==> config.mk <==
export PLATFORM = sky130hd
export DESIGN_NAME = decode_stage_pipe
export DESIGN_NICKNAME = d
export VERILOG_FILES = /design/src/rtl/decode_stage_pipe.sv
export SDC_FILE = /design/constraint.sdc
export NUM_CORES = 1
export LEC_CHECK = 0
export BUFFER_PORTS_ARGS = -buffer_cell sky130_fd_sc_hd__buf_2
export CAP_MARGIN = 20
export CELL_PAD_IN_SITES_DETAIL_PLACEMENT = 1
export CELL_PAD_IN_SITES_GLOBAL_PLACEMENT = 2
export CORE_UTILIZATION = 28
export DETAILED_ROUTE_END_ITERATION = 10
export GPL_ROUTABILITY_DRIVEN = 0
export GPL_TIMING_DRIVEN = 1
export HOLD_SLACK_MARGIN = 0.06
export PLACE_DENSITY = 0.89
export SLEW_MARGIN = 20
export SYNTH_ARGS = -nofsm -noshare
export SYNTH_HDL_FRONTEND = slang
export SYNTH_SLANG_ARGS = --single-unit
==> constraint.sdc <==
create_clock -name clk -period 3.2 [get_ports clk]
set_input_delay 0.16 -clock clk [delete_from_list [all_inputs] [get_ports clk]]
set_output_delay 0.16 -clock clk [all_outputs]
set_load 0.02 [all_outputs]
==> src/rtl/decode_stage_pipe.sv <==
// decode_stage_pipe
//   Registered, valid/ready handshaked uDLX decode stage. Decodes one
//   instruction per cycle into a registered bundle with sign-extended
//   immediate and jump offset. Includes flush, a load-use interlock that
//   drains the LW and then inserts LOAD_USE_BUBBLES bubbles, and an
//   optional illegal-opcode trap.
//
//   Optional feature macro: DECODE_ILLEGAL_TRAP_EN
//     defined   : unknown non-zero opcodes produce an all-zero bundle with
//                 illegal_inst_out=1 (qualified by dec_valid_out).
//     undefined : illegal_inst_out is tied 0, unknown opcodes are NOPs.
//
//   Ports
//     clk, rst                      clock, synchronous active-high reset
//     flush_in                      kill held instruction and interlock
//     inst_valid_in/inst_ready_out  upstream handshake
//     instruction_in, pc_in         instruction word and its PC
//     dec_valid_out/dec_ready_in    downstream handshake
//     opcode_out .. jump_use_r_out  registered decoded bundle
//     pc_out                        PC of the held instruction
//     hazard_stall_out              interlock active this cycle
//     illegal_inst_out              illegal opcode trap flag
//
//   Opcode encodings mirror the shared opcodes.v definitions.
module decode_stage_pipe #(
  parameter int INSTRUCTION_WIDTH = 32,
  parameter int DATA_WIDTH        = 32,
  parameter int OPCODE_WIDTH      = 6,
  parameter int FUNCTION_WIDTH    = 6,
  parameter int REG_ADDR_WIDTH    = 5,
  parameter int IMEDIATE_WIDTH    = 16,
  parameter int PC_OFFSET_WIDTH   = 26,
  parameter int LOAD_USE_BUBBLES  = 1
) (
  input  logic                         clk,
  input  logic                         rst,
  input  logic                         flush_in,
  input  logic                         inst_valid_in,
  output logic                         inst_ready_out,
  input  logic [INSTRUCTION_WIDTH-1:0] instruction_in,
  input  logic [DATA_WIDTH-1:0]        pc_in,
  output logic                         dec_valid_out,
  input  logic                         dec_ready_in,
  output logic [OPCODE_WIDTH-1:0]      opcode_out,
  output logic [FUNCTION_WIDTH-1:0]    inst_function_out,
  output logic [REG_ADDR_WIDTH-1:0]    reg_rd_addr1_out,
  output logic [REG_ADDR_WIDTH-1:0]    reg_rd_addr2_out,
  output logic                         reg_rd_en1_out,
  output logic                         reg_rd_en2_out,
  output logic [REG_ADDR_WIDTH-1:0]    reg_wr_addr_out,
  output logic                         reg_wr_en_out,
  output logic [DATA_WIDTH-1:0]        immediate_out,
  output logic                         imm_inst_out,
  output logic [DATA_WIDTH-1:0]        pc_offset_out,
  output logic                         mem_data_rd_en_out,
  output logic                         mem_data_wr_en_out,
  output logic                         write_back_mux_sel_out,
  output logic                         branch_inst_out,
  output logic                         jump_inst_out,
  output logic                         jump_use_r_out,
  output logic [DATA_WIDTH-1:0]        pc_out,
  output logic                         hazard_stall_out,
  output logic                         illegal_inst_out
);

  localparam logic [OPCODE_WIDTH-1:0] OP_R_TYPE = OPCODE_WIDTH'('h00);
  localparam logic [OPCODE_WIDTH-1:0] OP_JPC    = OPCODE_WIDTH'('h02);
  localparam logic [OPCODE_WIDTH-1:0] OP_BEQZ   = OPCODE_WIDTH'('h04);
  localparam logic [OPCODE_WIDTH-1:0] OP_BNEZ   = OPCODE_WIDTH'('h05);
  localparam logic [OPCODE_WIDTH-1:0] OP_BRFL   = OPCODE_WIDTH'('h06);
  localparam logic [OPCODE_WIDTH-1:0] OP_ADDI   = OPCODE_WIDTH'('h08);
  localparam logic [OPCODE_WIDTH-1:0] OP_SUBI   = OPCODE_WIDTH'('h0A);
  localparam logic [OPCODE_WIDTH-1:0] OP_ANDI   = OPCODE_WIDTH'('h0C);
  localparam logic [OPCODE_WIDTH-1:0] OP_ORI    = OPCODE_WIDTH'('h0D);
  localparam logic [OPCODE_WIDTH-1:0] OP_JR     = OPCODE_WIDTH'('h12);
  localparam logic [OPCODE_WIDTH-1:0] OP_LW     = OPCODE_WIDTH'('h23);
  localparam logic [OPCODE_WIDTH-1:0] OP_SW     = OPCODE_WIDTH'('h2B);

  localparam int OP_LSB = INSTRUCTION_WIDTH - OPCODE_WIDTH;
  localparam int RS_LSB = OP_LSB - REG_ADDR_WIDTH;
  localparam int RT_LSB = RS_LSB - REG_ADDR_WIDTH;
  localparam int RD_LSB = IMEDIATE_WIDTH - REG_ADDR_WIDTH;
  localparam logic [1:0] BUBBLE_INIT = 2'(LOAD_USE_BUBBLES);
  localparam bit         LU_EN       = (LOAD_USE_BUBBLES != 0);

  typedef enum logic [1:0] {S_RUN, S_DRAIN, S_BUBBLE} state_t;

  typedef struct packed {
    logic [OPCODE_WIDTH-1:0]   opcode;
    logic [FUNCTION_WIDTH-1:0] func;
    logic [REG_ADDR_WIDTH-1:0] rd1;
    logic [REG_ADDR_WIDTH-1:0] rd2;
    logic                      rd_en1;
    logic                      rd_en2;
    logic [REG_ADDR_WIDTH-1:0] wr;
    logic                      wr_en;
    logic [DATA_WIDTH-1:0]     imm;
    logic                      imm_inst;
    logic [DATA_WIDTH-1:0]     pc_off;
    logic                      mem_rd;
    logic                      mem_wr;
    logic                      wb_sel;
    logic                      branch;
    logic                      jump;
    logic                      jump_r;
  } bundle_t;

  logic [OPCODE_WIDTH-1:0]   opcode;
  logic [REG_ADDR_WIDTH-1:0] f_rs, f_rt, f_rd;
  logic [DATA_WIDTH-1:0]     imm_sext, off_sext;
  bundle_t                   dec;
  bundle_t                   bundle_q, bundle_d;
  logic [DATA_WIDTH-1:0]     pc_q, pc_d;
  logic                      valid_q, valid_d;
  logic                      lu_pending_q, lu_pending_d;
  logic [REG_ADDR_WIDTH-1:0] lu_dest_q, lu_dest_d;
  logic [1:0]                bubble_cnt_q, bubble_cnt_d;
  state_t                    state_q, state_d;
  logic                      hazard, accept;

  assign opcode   = instruction_in[OP_LSB +: OPCODE_WIDTH];
  assign f_rs     = instruction_in[RS_LSB +: REG_ADDR_WIDTH];
  assign f_rt     = instruction_in[RT_LSB +: REG_ADDR_WIDTH];
  assign f_rd     = instruction_in[RD_LSB +: REG_ADDR_WIDTH];
  assign imm_sext = {{(DATA_WIDTH-IMEDIATE_WIDTH){instruction_in[IMEDIATE_WIDTH-1]}},
                     instruction_in[IMEDIATE_WIDTH-1:0]};
  assign off_sext = {{(DATA_WIDTH-PC_OFFSET_WIDTH){instruction_in[PC_OFFSET_WIDTH-1]}},
                     instruction_in[PC_OFFSET_WIDTH-1:0]};

`ifdef DECODE_ILLEGAL_TRAP_EN
  logic dec_illegal;
  logic illegal_q, illegal_d;
`endif

  // Combinational decode of the incoming word; the all-zero word shares
  // the R-type opcode but must decode to an empty bundle.
  always_comb begin
    dec = '0;
`ifdef DECODE_ILLEGAL_TRAP_EN
    dec_illegal = 1'b0;
`endif
    if (instruction_in != '0) begin
      dec.opcode = opcode;
      case (opcode)
        OP_R_TYPE: begin
          dec.rd1 = f_rs; dec.rd2 = f_rt; dec.rd_en1 = 1'b1; dec.rd_en2 = 1'b1;
          dec.wr = f_rd; dec.wr_en = 1'b1;
          dec.func = instruction_in[FUNCTION_WIDTH-1:0];
        end
        OP_ADDI, OP_SUBI, OP_ANDI, OP_ORI, OP_LW: begin
          dec.rd1 = f_rs; dec.rd_en1 = 1'b1;
          dec.wr = f_rt; dec.wr_en = 1'b1;
          dec.imm = imm_sext; dec.imm_inst = 1'b1;
          dec.mem_rd = (opcode == OP_LW);
          dec.wb_sel = (opcode == OP_LW);
        end
        OP_SW: begin
          dec.rd1 = f_rs; dec.rd2 = f_rt; dec.rd_en1 = 1'b1; dec.rd_en2 = 1'b1;
          dec.imm = imm_sext; dec.imm_inst = 1'b1; dec.mem_wr = 1'b1;
        end
        OP_BEQZ, OP_BNEZ, OP_BRFL: begin
          dec.rd1 = f_rs; dec.rd_en1 = 1'b1;
          dec.imm = imm_sext; dec.imm_inst = 1'b1; dec.branch = 1'b1;
        end
        OP_JR: begin
          dec.rd1 = f_rs; dec.rd_en1 = 1'b1; dec.jump = 1'b1; dec.jump_r = 1'b1;
        end
        OP_JPC: begin
          dec.pc_off = off_sext; dec.jump = 1'b1;
        end
        default: begin
          dec.opcode = '0;
`ifdef DECODE_ILLEGAL_TRAP_EN
          dec_illegal = 1'b1;
`endif
        end
      endcase
    end
  end

  // lu_dest is never 0, so register 0 can never match.
  always_comb begin
    hazard = LU_EN & lu_pending_q & inst_valid_in &
             ((dec.rd_en1 & (dec.rd1 == lu_dest_q)) |
              (dec.rd_en2 & (dec.rd2 == lu_dest_q)));
  end

  // FSM: state register
  always_ff @(posedge clk) begin
    if (rst) begin
      state_q      <= S_RUN;
      bubble_cnt_q <= '0;
    end else begin
      state_q      <= state_d;
      bubble_cnt_q <= bubble_cnt_d;
    end
  end

  // FSM: next state
  always_comb begin
    state_d      = state_q;
    bubble_cnt_d = bubble_cnt_q;
    if (flush_in) begin
      state_d      = S_RUN;
      bubble_cnt_d = '0;
    end else begin
      case (state_q)
        S_RUN:    if (hazard) state_d = S_DRAIN;
        S_DRAIN:  if (!(valid_q && !dec_ready_in)) begin
                    state_d      = S_BUBBLE;
                    bubble_cnt_d = BUBBLE_INIT;
                  end
        S_BUBBLE: begin
                    bubble_cnt_d = bubble_cnt_q - 2'd1;
                    if (bubble_cnt_q <= 2'd1) begin
                      state_d      = S_RUN;
                      bubble_cnt_d = '0;
                    end
                  end
        default:  state_d = S_RUN;
      endcase
    end
  end

  // FSM: outputs
  always_comb begin
    hazard_stall_out = hazard | (state_q != S_RUN);
    inst_ready_out   = (!valid_q | dec_ready_in) & (state_q == S_RUN) & !hazard & !flush_in;
  end

  assign accept = inst_valid_in & inst_ready_out;

  always_comb begin
    valid_d      = valid_q;
    bundle_d     = bundle_q;
    pc_d         = pc_q;
    lu_pending_d = lu_pending_q;
    lu_dest_d    = lu_dest_q;
`ifdef DECODE_ILLEGAL_TRAP_EN
    illegal_d    = illegal_q;
`endif
    if (flush_in) begin
      valid_d      = 1'b0;
      lu_pending_d = 1'b0;
`ifdef DECODE_ILLEGAL_TRAP_EN
      illegal_d    = 1'b0;
`endif
    end else if (accept) begin
      valid_d      = 1'b1;
      bundle_d     = dec;
      pc_d         = pc_in;
      lu_pending_d = LU_EN & dec.mem_rd & (dec.wr != '0);
      lu_dest_d    = dec.wr;
`ifdef DECODE_ILLEGAL_TRAP_EN
      illegal_d    = dec_illegal;
`endif
    end else begin
      if (dec_ready_in) begin
        valid_d   = 1'b0;
`ifdef DECODE_ILLEGAL_TRAP_EN
        illegal_d = 1'b0;
`endif
      end
      if (state_q == S_BUBBLE && bubble_cnt_q <= 2'd1) lu_pending_d = 1'b0;
    end
  end

  always_ff @(posedge clk) begin
    if (rst) begin
      valid_q      <= 1'b0;
      bundle_q     <= '0;
      pc_q         <= '0;
      lu_pending_q <= 1'b0;
      lu_dest_q    <= '0;
`ifdef DECODE_ILLEGAL_TRAP_EN
      illegal_q    <= 1'b0;
`endif
    end else begin
      valid_q      <= valid_d;
      bundle_q     <= bundle_d;
      pc_q         <= pc_d;
      lu_pending_q <= lu_pending_d;
      lu_dest_q    <= lu_dest_d;
`ifdef DECODE_ILLEGAL_TRAP_EN
      illegal_q    <= illegal_d;
`endif
    end
  end

  // Side-effecting controls are suppressed in an empty slot.
  assign dec_valid_out          = valid_q;
  assign opcode_out             = bundle_q.opcode;
  assign inst_function_out      = bundle_q.func;
  assign reg_rd_addr1_out       = bundle_q.rd1;
  assign reg_rd_addr2_out       = bundle_q.rd2;
  assign reg_rd_en1_out         = bundle_q.rd_en1;
  assign reg_rd_en2_out         = bundle_q.rd_en2;
  assign reg_wr_addr_out        = bundle_q.wr;
  assign reg_wr_en_out          = bundle_q.wr_en & valid_q;
  assign immediate_out          = bundle_q.imm;
  assign imm_inst_out           = bundle_q.imm_inst;
  assign pc_offset_out          = bundle_q.pc_off;
  assign mem_data_rd_en_out     = bundle_q.mem_rd & valid_q;
  assign mem_data_wr_en_out     = bundle_q.mem_wr & valid_q;
  assign write_back_mux_sel_out = bundle_q.wb_sel;
  assign branch_inst_out        = bundle_q.branch & valid_q;
  assign jump_inst_out          = bundle_q.jump & valid_q;
  assign jump_use_r_out         = bundle_q.jump_r & valid_q;
  assign pc_out                 = pc_q;
`ifdef DECODE_ILLEGAL_TRAP_EN
  assign illegal_inst_out       = illegal_q & valid_q;
`else
  assign illegal_inst_out       = 1'b0;
`endif

endmodule

Yosys cells after proc, flatten, opt, wreduce, memory -nomap -nowiden
Index checks and enable logic that the tools add are counted.
Storage, ports and cells
  input port bits: 69
  word-level logic and storage cells: 112
  register bits: 139
Operators by class
  add/sub/neg operators: 1
  order comparisons: 1
  equality and inequality tests: 18
  reductions and logical operators: 25
  bitwise operators: 19
  multiplexer cells: 26
Operators with widths (count)
  $mux 101: 1
  $mux 33: 1
  $mux 32: 1
  $reduce_bool 32->1: 1
  $eq 6x4->1 const B: 4
  $eq 6x3->1 const B: 3
  $and 1x1->1: 15
  $eq 6x6->1 const B: 2
  $mux 6: 2
  $pmux 6 s2: 1
  $reduce_or 12->1: 1
  $mux 1: 11
  $reduce_or 11->1: 1
  $eq 5x5->1: 2
  $mux 2: 5
  $mux 5: 2
  $reduce_or 9->1: 1
  $reduce_bool 2->1: 4
  $eq 6x2->1 const B: 1
  $eq 6x5->1 const B: 1
  $logic_not 6->1: 1
  $ne 2x2->1 const B: 3
  $pmux 2 s3: 1
  $reduce_or 2->1: 3
  15 further kinds: 22

Depth between registers and ports, before layout
Gate-level depths: netlist of the first run.
  depth in word-level cells: 13
  depth in mapped cells: 10
  depth with buffers taken out: 6

Least setup slack after synthesis of the first run
Ideal clock, no wire load.
  path type: input to output
  start point: in instruction_in[11]
  end point: out inst_ready_out
  arrival time: 2.346 ns
  path slack: 0.694 ns
  stages: 8
  required time: 3.040 ns
  cells stage by stage: or4_1 -> or4_4 -> or2_1 -> o221a_1 -> buf_2 -> clkbuf_1 -> nor2_1 -> and3_1
On the way
  word-level cells in the longest chain between the ends: 9
  elaborated cells on any way between the ends: 11
  classes of those cells: 2 x eq/ne; 1 x mux; 6 x bitwise; 2 x reduce/logical
RTL lines
  from (decl): RTL line 40  | input logic [INSTRUCTION_WIDTH-1:0] instruction_in,
  $reduce_bool 32->1 *: RTL line 142  | if (instruction_in != '0) begin
  $mux 101 *: RTL line 142
  $eq 5x5->1, on equally long branches: RTL line 184, 185
  $and 1x1->1, on equally long branches: RTL line 184, 185
  $or 1x1->1 *: RTL line 184  | ((dec.rd_en1 & (dec.rd1 == lu_dest_q)) |
  $and 1x1->1 *: RTL line 183  | hazard = LU_EN & lu_pending_q & inst_valid_in &
  $logic_not 1->1 *: RTL line 228  | inst_ready_out = (!valid_q | dec_ready_in) & (state_q == S_RUN) & !hazard & !flush_in;
  $and 1x1->1 * (2 in a row): RTL line 228
  to (decl): RTL line 39  | output logic inst_ready_out,
Every way passes the cells marked *; elsewhere a longest branch is shown, timed or not.

Worst setup path in the final report of the first run
  start point: in instruction_in[9]
  end point: out inst_ready_out
Same word-level chain as after synthesis.

==> results of run 1 <==
-- stage by stage --
stage               hold WS (ns)  worst slack (ns)  instances  instance area, um2
finish                   0.07553            0.2330       1107                7411
detailed placement        0.4190            0.2546       1023                6256
global route             0.07987            0.1277       1107                7411
floorplan                 0.2393            0.6937        687                5649
CTS                      0.06137            0.2363       1106                7408
global placement          0.4140            0.3704       1023                6256
-- sequential cells by signal, indices dropped and copies added (netlist names), 2 cells and up --
register and cells:
bubble_cnt_q 2, bundle_q 6, immediate_out 16, inst_function_out 6, lu_dest_q 5, opcode_out 6, pc_offset_out 26, pc_out 32
reg_rd_addr1_out 5, reg_rd_addr2_out 5, state_q 2
-- report_power, final --
| part | switching, mW | leakage [nW] | internal (mW) |
|---|---|---|---|
| clock network | 0.716 | 0.308 | 1.36 |
| logic | 0.237 | 1.85 | 0.151 |
| registers | 0.0192 | 0.940 | 1.48 |
| total | 0.972 | 3.09 | 2.99 |
-- final timing paths --
path                                         from             end  slack, ns  cells after the start
worst max register to register       lu_dest_q[4]      state_q[0]       0.62                      7
worst min-delay path                 dec_ready_in   dec_valid_out       0.08                      3
worst max-delay path            instruction_in[9]  inst_ready_out       0.23                      9
worst min register to register      opcode_out[2]   opcode_out[2]       0.46                      2
-- what timing repair did --
action	CTS	global route
setup endpoints to repair	0	0
endpoints found under the hold margin	58	0
hold buffers	51	0
-- per-layer routing --
layer  wire [um]  track usage [%]
met5           0                0
met4         441            7.503
met3        1188            5.960
met2        9726            31.93
met1        9108            24.91
-- cell type report --
| cell class | instances | area share (%) |
|---|---|---|
| Clock buffer | 20 | 6.297 |
| Clock inverter | 12 | 2.364 |
| Tap cell | 265 | 4.474 |
| Antenna cell | 1 | 0.03377 |
| Inverter | 4 | 0.2026 |
| Sequential cell | 116 | 31.34 |
| Multi-Input combinational cell | 416 | 32.47 |
| Timing Repair Buffer | 273 | 22.83 |
-- cell usage in the layout, fill, tap and decap left out, types with 17 or more instances in the layout --
cell type / netlist / final
clkbuf_16: 0 / 17
a31o_2: 19 / 19
nand2_1: 59 / 59
nand3_1: 40 / 40
dfxtp_1: 116 / 116
buf_2: 16 / 204
nand4_1: 27 / 27
o211ai_1: 22 / 22
dlygate4sd3_1: 0 / 51
o21ai_0: 86 / 86
a21oi_1: 46 / 46
nor4_1: 23 / 23
-- critical path, stage by stage --
cell and delay (ns):
dlygate4sd3_1 0.54, buf_2 0.16, nor4_1 0.31, nand4_1 0.26, or2_1 0.34, o221a_2 0.44
nor2_1 0.24, and3_1 0.18, buf_2 0.17
-- cells by family (layout without fill, tap and decap cells) --
kind of cell              Yosys count  after routing  share of synthesized area (%)
buffers and inverters             155            309                          16.77
and+or+nand+nor                   202            202                          18.49
xor gates and xnor gates           11             11                          1.705
muxes                               2              2                         0.3765
AOI/OAI and AO/OA                 200            200                          21.48
DFF                               116            116                          41.11
other                               1              2                        0.06638
==> results.txt, run 1 <==
The distinct cell type count after synthesis came out at 52. The latest clock arrival within the worst-skew pair came out at 0.41 ns. The critical-path maximum fanout is 20. The global route total overflow is 0. CTS placed an instance of clkbuf_16 at the clock tree root. The remaining antenna violation count came out at 0. The first TritonRoute pass finished after 4 iterations. The initial antenna violation count was 1. The final number of hold-violating endpoints is 0. In this run the worst hold path is classified as input port to flop. The flow ran to the end, and the final reports show no timing, DRC or antenna violations. The startpoint kind of the worst setup timing path is an input port. The overall die height came out at 144.0 um. Counting instances in the post-synthesis netlist gives the leading cell types as dfxtp_1 (116), buf_4 (92), o21ai_0 (86).

In the final routed layout, each cell accounts on average for 18.49 um. The post-CTS setup buffer count is 0. The fraction of the yosys area taken by sequential cells came out at 41.11%.

The total length of routed wires is 20.46 mm. The most common cell in the synthesized netlist is dfxtp_1. Once the clock tree was built, the resizer swapped 0 gates to a different size. In this run the mean area of a mapped cell was 8.223 um2. In this run the static leakage power is 3.094 nW. The die width is 144.0 um.

TritonCTS built the clock tree. The final cell utilization of the core is 37.83%. The initial core utilization came out at 28.84%. Cells with a size suffix above 1 make up 33.53% of the layout. The shortest period the worst path allows came out at 2.967 ns. The measured slew at the worst slew-check pin is 0.7061 ns. The max-slew violation count is 0. The maximum clock insertion buffer count came out at 2. The critical path in this run is classified as input port to output pin. The via count of the routed design came out at 5598. In the synthesized netlist the async set-or-reset flop fraction comes to 0%. The number of enable flip-flop cells after synthesis came out at 0.

STA classifies the critical path endpoint as an output pin. The clock drives 116 sinks. The gate count after technology mapping is 687.

Headroom to the max-slew limit came out at 52.75%. The maximum ir drop on the vdd rail is 0.3314 mV. Clock-pin slew was measured on the worst setup and hold paths at 0.06 ns. The number of setup violations in the final report is 0. In the final timing run, aggregate negative setup slack is 0 ns.

The initial DRC count came out at 310. The register cell area after layout came out at 0.002322 mm2. The floorplan step defined a die boundary enclosing 0.02075 mm2. The total power divided by cell area is 534.7 mW/mm2. For the final database, setup skew stands at 0.007729 ns. The number of global-route vias before repair is 5597. The mapped netlist covers 0.005649 mm2.

The detailed placement HPWL came out at 13.65 mm. The worst endpoint required time came out at 3.04 ns. The number of nets in the layout came out at 897. Setup repair after global routing left no endpoint under its margin. The total CTS buffers came out at 17. At the worst endpoint, the arrival time is 2.81 ns. The synthesized design spends more area on one cell type than any other, namely dfxtp_1.

The number of buffers added on ports came out at 204. Dividing the detail-routed via count by the number of cells gives 5.057. The number of H-tree levels is 4.

The synthesized netlist net count is 756. The post-synthesis register bit count is 116. The post-route clock period utilization is 92.72%. The area fraction of the dominant cell type after synthesis came out at 41.11%.

From synthesis to final layout, the design area changed by 31.18%. After floorplanning, the core was sized to cover 0.01959 mm2. Yosys attributes the largest share of cell area to dfxtp_1 (41%), buf_4 (12%), o21ai_0 (7.6%). The first global-routing pass estimated 31.41 mm of wire. Counting the fill cells in the layout gives 2342. Pin placement for this block handled 206 I/O pins. For this run, the number of Yosys warnings is 0.

The count of max-cap constraint violations came out at 0. The overall power is 3.962 mW. The floorplan has 51 rows. The total routing usage reported by global routing came out at 19.88%.

Entering global routing, the biggest net connects 49 pins. In the routed design, unresolved DRC markers number 0. The most used flip-flop cell after synthesis is dfxtp_1. The footprint of the multi-input gates came out at 0.002406 mm2. The maximum clock rate came out at 337.0 MHz.
Power figures use the tool's default switching activity.
==> inputs of run 2 (changes only) <==
--- a/config.mk
+++ b/config.mk
@@ -14,7 +14,7 @@
 export GPL_ROUTABILITY_DRIVEN = 0
 export GPL_TIMING_DRIVEN = 1
 export HOLD_SLACK_MARGIN = 0.06
-export PLACE_DENSITY = 0.89
+export PLACE_DENSITY = 0.9
 export SLEW_MARGIN = 20
 export SYNTH_ARGS = -nofsm -noshare
 export SYNTH_HDL_FRONTEND = slang
==> run 2 against run 1 <==
  * Non-clock buffer count rose by 1
  * First-iteration DRC count rose by 2.9%
  * Clock power fell by 10%
  * Final cell count did not move
  * Hold slack got worse by 0.00094 ns
  * Via count fell by 0.57%
  * Setup slack got worse by 0.12 ns
==> results.txt, run 2 (synthesized netlist as in run 1, its figures left out) <==
The total length of routed wires was 20.31 mm (-0.73%). The row count came to 51 (unchanged). The cell type of the slowest stage on the worst timing path is dlygate4sd3_1.

The placed instance area was 0.006299 mm2 (+0.68%). The initial DRC count came out at 319 (+2.9%). The count of max-cap constraint violations came out at 0 (unchanged).

The post-route clock period utilization is 96.38% (+3.7 points). The summed negative setup slack over all endpoints is 0 ns (unchanged). The worst endpoint required time came out at 3.04 ns (about the same). STA classifies the critical path startpoint as an input port. The remaining antenna violation count came out at 0 (unchanged). The maximum ir drop on the vdd rail came to 0.3816 mV (+15%). The footprint of the multi-input gates came out at 0.002415 mm2 (+0.36%).

The worst hold path belongs to the class input port to flop. The initial antenna violation count is 3 (+2). The via count of the routed design is 5566 (-0.57%).

The final setup skew is 0.01163 ns (+0.003899 ns). Leaving out fill and tap cells, the most frequent cell in the layout is buf_2. The maximum clock insertion buffer count is 2 (unchanged). The number of H-tree levels came out at 4 (unchanged).

The die width is 144.0 um (unchanged). The number of vias per cell came out at 5.028 (-0.57%). The leakage power total came to 3.086 nW (-0.27%).

TritonCTS built the clock tree. The routed wire length per instance came out at 18.35 um (-0.73%). The post-CTS clock slew at the launch and capture registers of the worst setup and hold paths came out at 0.05 ns (about the same).

The buffer and inverter count on the worst path is 3 (unchanged). STA classifies the critical path endpoint as an output pin. The share of layout cells above drive strength 1 came out at 33.77% (+0.24 points). The number of nets in the layout is 898 (+0.11%). The max-slew violation count came out at 0 (unchanged). The number of detailed-routing iterations run before antenna repair is 5 (+1). The final-layout fill cell count is 2369 (+1.2%). The latest clock arrival within the worst-skew pair is 0.42 ns (about the same). In the layout the commonest cells are buf_2 (204), dfxtp_1 (116), o21ai_0 (86).

The post-detailed-route DRC marker count is 0 (unchanged). The overall power is 3.751 mW (-5.3%). The minimum hold slack came to 0.07459 ns (-0.0009393 ns).

The clock sink total is 116 (unchanged). The first-pass GRT wire length is 30.77 mm (-2.0%). The most numerous cell type found on the critical path is buf_2. The number of global-route vias before repair is 5396 (-3.6%).

Setup repair after global routing left no endpoint under its margin. The largest net degree at the start of global routing came out at 71 (+45%). The critical path goes through dlygate4sd3_1, buf_2, or4_1, or4_4, or2_1, o221a_4, nor2_1, and3_1, buf_2. The worst setup path is of the input port to output pin kind. The tree is rooted in a clkbuf_16. The count of boundary I/O pins came out at 206 (unchanged).

The total core area was 0.01959 mm2 (unchanged). The final instance area came out at 0.007367 mm2 (-0.59%). The maximum clock rate is 324.2 MHz (-3.8%). The flow ran to the end, and the final reports show no timing, DRC or antenna violations. The number of setup violations in the final report came out at 0 (unchanged). The detailed placement HPWL came to 13.66 mm (about the same). The register cell area after layout came out at 0.002322 mm2 (unchanged). The floorplan die area came out at 0.02075 mm2 (unchanged). The headroom to the max-slew limit came to 50.31% (-2.4 points). The number of flip-flops in the largest register came to 32 (unchanged).

The critical-path maximum fanout was 21 (+5.0%). The final number of hold-violating endpoints is 0 (unchanged). The cell family contributing the most delay on the critical path is simple AND/OR/NAND/NOR gates. The overall die height is 144.0 um (unchanged). The measured slew at the worst slew-check pin came out at 0.7453 ns (+0.03914 ns).

The initial core utilization came out at 28.84% (unchanged). The total power divided by cell area came to 509.1 mW/mm2 (-4.8%). The final cell utilization of the core is 37.61% (-0.22 points).

The delay of the slowest cell on the worst path is 0.55 ns (about the same). The shortest period the worst path allows came to 3.084 ns (+0.1173 ns). The data arrival time at the worst-slack endpoint came out at 2.92 ns (+0.11 ns). The total CTS buffers came out at 17 (unchanged). The global route total overflow came to 0 (unchanged). The total routing usage reported by global routing is 19.61% (-0.27 points).

The number of buffers added on ports is 204 (unchanged). Compared with the post-synthesis result, the final layout area differs by 30.41%.
run 2: repair_timing:
item	in CTS	in global routing
setup endpoints to repair	0	1
hold buffers	48	0
gates resized for setup	0	1
setup buffers	0	0
endpoints found under the hold margin	54	0
run 2: cell type report:
type	count	area share [%]
antenna	1	0.03397
sequential	116	31.52
clock buffer	21	6.386
tap	265	4.501
inverter	4	0.2038
multi-input combinational	416	32.78
clock inverter	10	1.444
timing repair buffer	274	23.13
run 2: power by group:
part,switching [mW],internal (mW)
clock,0.671,1.19
combinational,0.237,0.152
sequential,0.0205,1.48
run 2: path summary, 6_finish.rpt:
kind,slack (ns),end,start,depth (start not counted)
worst max-delay path,0.12,inst_ready_out,instruction_in[20],9
worst min register to register,0.46,bundle_q[0],bundle_q[0],1
worst max register to register,0.75,state_q[0],lu_dest_q[0],7
worst min-delay path,0.07,pc_offset_out[24],instruction_in[24],3
run 2: per-stage QoR:
| step | setup WS (ns) | std cells |
|---|---|---|
| final | 0.1158 | 1107 |
| after global routing | 0.007616 | 1106 |
| after CTS | 0.007281 | 1106 |
| after detailed placement | 0.2683 | 1027 |
| after global placement | 0.3747 | 1027 |
| after floorplan | 0.6937 | 687 |
run 2: worst reg2reg max path: stages, from the launching register on:
cell and delay (ns):
dfxtp_1 0.45, xnor2_1 0.15, nand4_1 0.12, nor2_1 0.32, o221a_4 0.43, buf_4 0.31, o21ai_0 0.15, a2111oi_0 0.40
run 2: routing by layer:
metal,up-vias,GRT usage (%),wire length [um]
met1,2698,24.29,8917
met4,2,6.663,344
met3,29,5.861,1263
met2,173,32.19,9778
met5,-,0,10
li1,2664,-,-
==> inputs of run 3 (changes only) <==
==> constraint.sdc (replaced) <==
create_clock -name clk -period 3.2 [get_ports clk]
set_input_delay 0.64 -clock clk [delete_from_list [all_inputs] [get_ports clk]]
set_output_delay 0.64 -clock clk [all_outputs]
set_load 0.02 [all_outputs]
==> run 3 against run 2 <==
  * The run now ends with setup timing left
  * Largest power group unchanged
  * Critical path depth down 1
  * Via count decreased by 0.56%
  * Critical endpoint unchanged
  * Sequential cell count unchanged
  * Setup slack worse by 0.32 ns
  * Highest routed layer is now met4
  * Non-clock buffer count fell by 24
==> results.txt, run 3 (synthesized netlist as in run 1, its figures left out) <==
The initial antenna violation count is 1 (-2). The first-pass GRT wire length came out at 31.03 mm (+0.83%). The checks that failed: setup timing.

STA classifies the critical path startpoint as an input port. The floorplan die area came out at 0.02075 mm2 (unchanged). The number of detailed-routing iterations run before antenna repair was 5 (unchanged). The number of buffers added to fix hold violations after cts came out at 0 (-100%). The routing layer with the top usage in global route is met2.

The total CTS buffers came out at 17 (unchanged). The post-detailed-route DRC marker count is 0 (unchanged). The signal on the critical path passes through buf_6, or4_4, or4_4, or2_4, o221a_4, nor2_4, and3_4, buf_6. The initial DRC count is 346 (+8.5%). The worst setup margin came out at -0.2049 ns (-0.3207 ns). The headroom to the max-slew limit came out at 60.84% (+11 points). The internal power contribution is 2.889 mW (+2.4%). The latest clock arrival within the worst-skew pair is 0.42 ns (about the same). The maximum clock insertion buffer count came to 2 (unchanged).

The run finished, with violations left. The global route total overflow is 0 (unchanged). The number of vias per cell is 5.106 (+1.6%). The die width came to 144.0 um (unchanged).

The row count came out at 51 (unchanged). The worst endpoint required time came out at 2.56 ns (-0.48 ns). The shortest period the worst path allows came out at 3.405 ns (+0.3207 ns).

The total routing usage reported by global routing was 19.74% (+0.13 points). The summed negative setup slack over all endpoints is -0.3753 ns (-0.3753 ns). The largest net degree at the start of global routing came out at 81 (+14%). The share of total power consumed by net switching came out at 24.45% (-0.31 points). The number of setup violations in the final report is 2 (+2). The share of layout cells above drive strength 1 came out at 38.51% (+4.7 points). The total length of routed wires is 20.16 mm (-0.76%). The critical-path maximum fanout is 2 (-90%). The leakage power total came out at 3.053 nW (-1.1%). The met3 routing resource usage after global routing came to 5.430% (-0.43 points). The max-slew violation count is 0 (unchanged).

The post-CTS clock slew at the launch and capture registers of the worst setup and hold paths is 0.05 ns (about the same). The number of H-tree levels was 4 (unchanged). The initial core utilization came out at 28.84% (unchanged). The combinational fraction of design power is 9.5% (-0.9 points). The met2 layer usage reported by global route is 32.01% (-0.18 points). The overall die height came out at 144.0 um (unchanged). The met1 capacity usage during global routing came to 24.54% (+0.24 points). The worst setup path is of the input port to output pin kind. The root buffer cell chosen for the clock tree is clkbuf_16. The routed wire length per instance is 18.60 um (+1.3%). The share of total power in the clock network is 51.4% (+1.7 points). The data arrival time at the worst-slack endpoint was 2.76 ns (-0.16 ns). The remaining antenna violation count came out at 0 (unchanged). The number of nets in the layout is 874 (-2.7%).

The maximum ir drop on the vdd rail came to 0.3480 mV (-8.8%). The total core area came out at 0.01959 mm2 (unchanged). The count of max-cap constraint violations came out at 0 (unchanged). Setup repair after global routing could not meet its margin everywhere. The number of global-route vias before repair came to 5518 (+2.3%).

The detailed placement HPWL came out at 14.14 mm (+3.5%). The clock sink total is 116 (unchanged). The path class of the tightest hold or removal check is flop to flop. The final cell utilization of the core came to 36.87% (-0.74 points). The count of boundary I/O pins came out at 206 (unchanged). In the layout the commonest cells are buf_2 (199), dfxtp_1 (116), o21ai_0 (86). The total power divided by cell area came out at 529.5 mW/mm2 (+4.0%). The relative contribution of sequential cells to total power is 39.1% (-0.8 points). The synthesis-to-layout area growth is 27.84%. The final number of hold-violating endpoints is 0 (unchanged). The number of buffers added on ports is 204 (unchanged). The measured slew at the worst slew-check pin is 0.5874 ns (-0.1579 ns). The final setup skew is 0.01121 ns (-0.0004138 ns). The placement-stage worst setup slack came out at -0.3233 ns (-0.5916 ns).

The kind of end point of the critical path is an output pin. The cell type of the slowest stage on the worst timing path is or4_4. The delay of the slowest cell on the worst path is 0.53 ns (-0.02 ns).

The via count of the routed design came to 5535 (-0.56%). The post-route clock period utilization is 106.4% (+10 points). TritonCTS built the clock tree.

The net switching power figure was 0.9349 mW (+0.66%). The maximum clock rate is 293.7 MHz (-9.4%). The most common cell after layout, fill and taps aside is buf_2. The number of flip-flops in the largest register came out at 32 (unchanged).
## run 3: final cells by class
cell class / count / area (um2)
Tap cell: 265 / 331.6
Multi-Input combinational cell: 416 / 2454
Clock buffer: 23 / 478.0
Antenna cell: 1 / 2.502
Clock inverter: 9 / 126.4
Sequential cell: 116 / 2322
Fill cell: 2390 / 12370
Inverter: 4 / 15.01
Timing Repair Buffer: 250 / 1493
## run 3: critical path: cells and delay by family
kind	cells	cell delay, ns
AOI/OAI and AO/OA	1	0.27
and+or+nand+nor	5	1.63
buffers and inverters	2	0.22
## run 3: worst paths after layout
path | from | endpoint | slack (ns) | cells past startpoint
worst max-delay path | instruction_in[20] | inst_ready_out | -0.20 | 8
worst min-delay path | reg_rd_addr1_out[3] | reg_rd_addr1_out[3] | 0.45 | 2
worst max register to register | lu_dest_q[2] | bundle_q[71] | 0.60 | 9
worst min register to register | reg_rd_addr1_out[3] | reg_rd_addr1_out[3] | 0.45 | 2
## run 3: what timing repair did
item                                    4_1_cts  5_1_grt
endpoints found under the setup margin        2        2
buffers inserted                              0        4
pin swaps                                     3        1
hold endpoints to repair                      0        0
resized for setup                             9        5
## run 3: metrics by stage
| step | hold WS [ns] | std cells | power, mW | instance area, um2 |
|---|---|---|---|---|
| 3_3_place_gp | 0.4414 | 1047 | 1.878 | 6523 |
| 4_1_cts | 0.4520 | 1079 | 3.861 | 7168 |
| 6_report | 0.4509 | 1084 | 3.824 | 7222 |
| 5_1_grt | 0.4618 | 1084 | 3.958 | 7222 |
| 3_5_place_dp | 0.4480 | 1047 | 1.883 | 6523 |
| 2_1_floorplan | 0.4291 | 687 | 1.723 | 5689 |
## run 3: power groups by stage
stage / clock network (mW) / logic [mW] / registers [mW]
finish: 1.96 / 0.365 / 1.50
detailed placement: 0 / 0.357 / 1.53
floorplan: 0 / 0.176 / 1.55
global route: 2.07 / 0.393 / 1.50
CTS: 2.00 / 0.363 / 1.50
global placement: 0 / 0.353 / 1.53
## run 3: layer usage
metal	up-vias	share of wire [%]	routed length (um)
li1	2622	-	-
met1	2710	43	8735
met2	173	48	9717
met3	30	6.7	1342
met4	0	1.8	364
met5	-	0	0
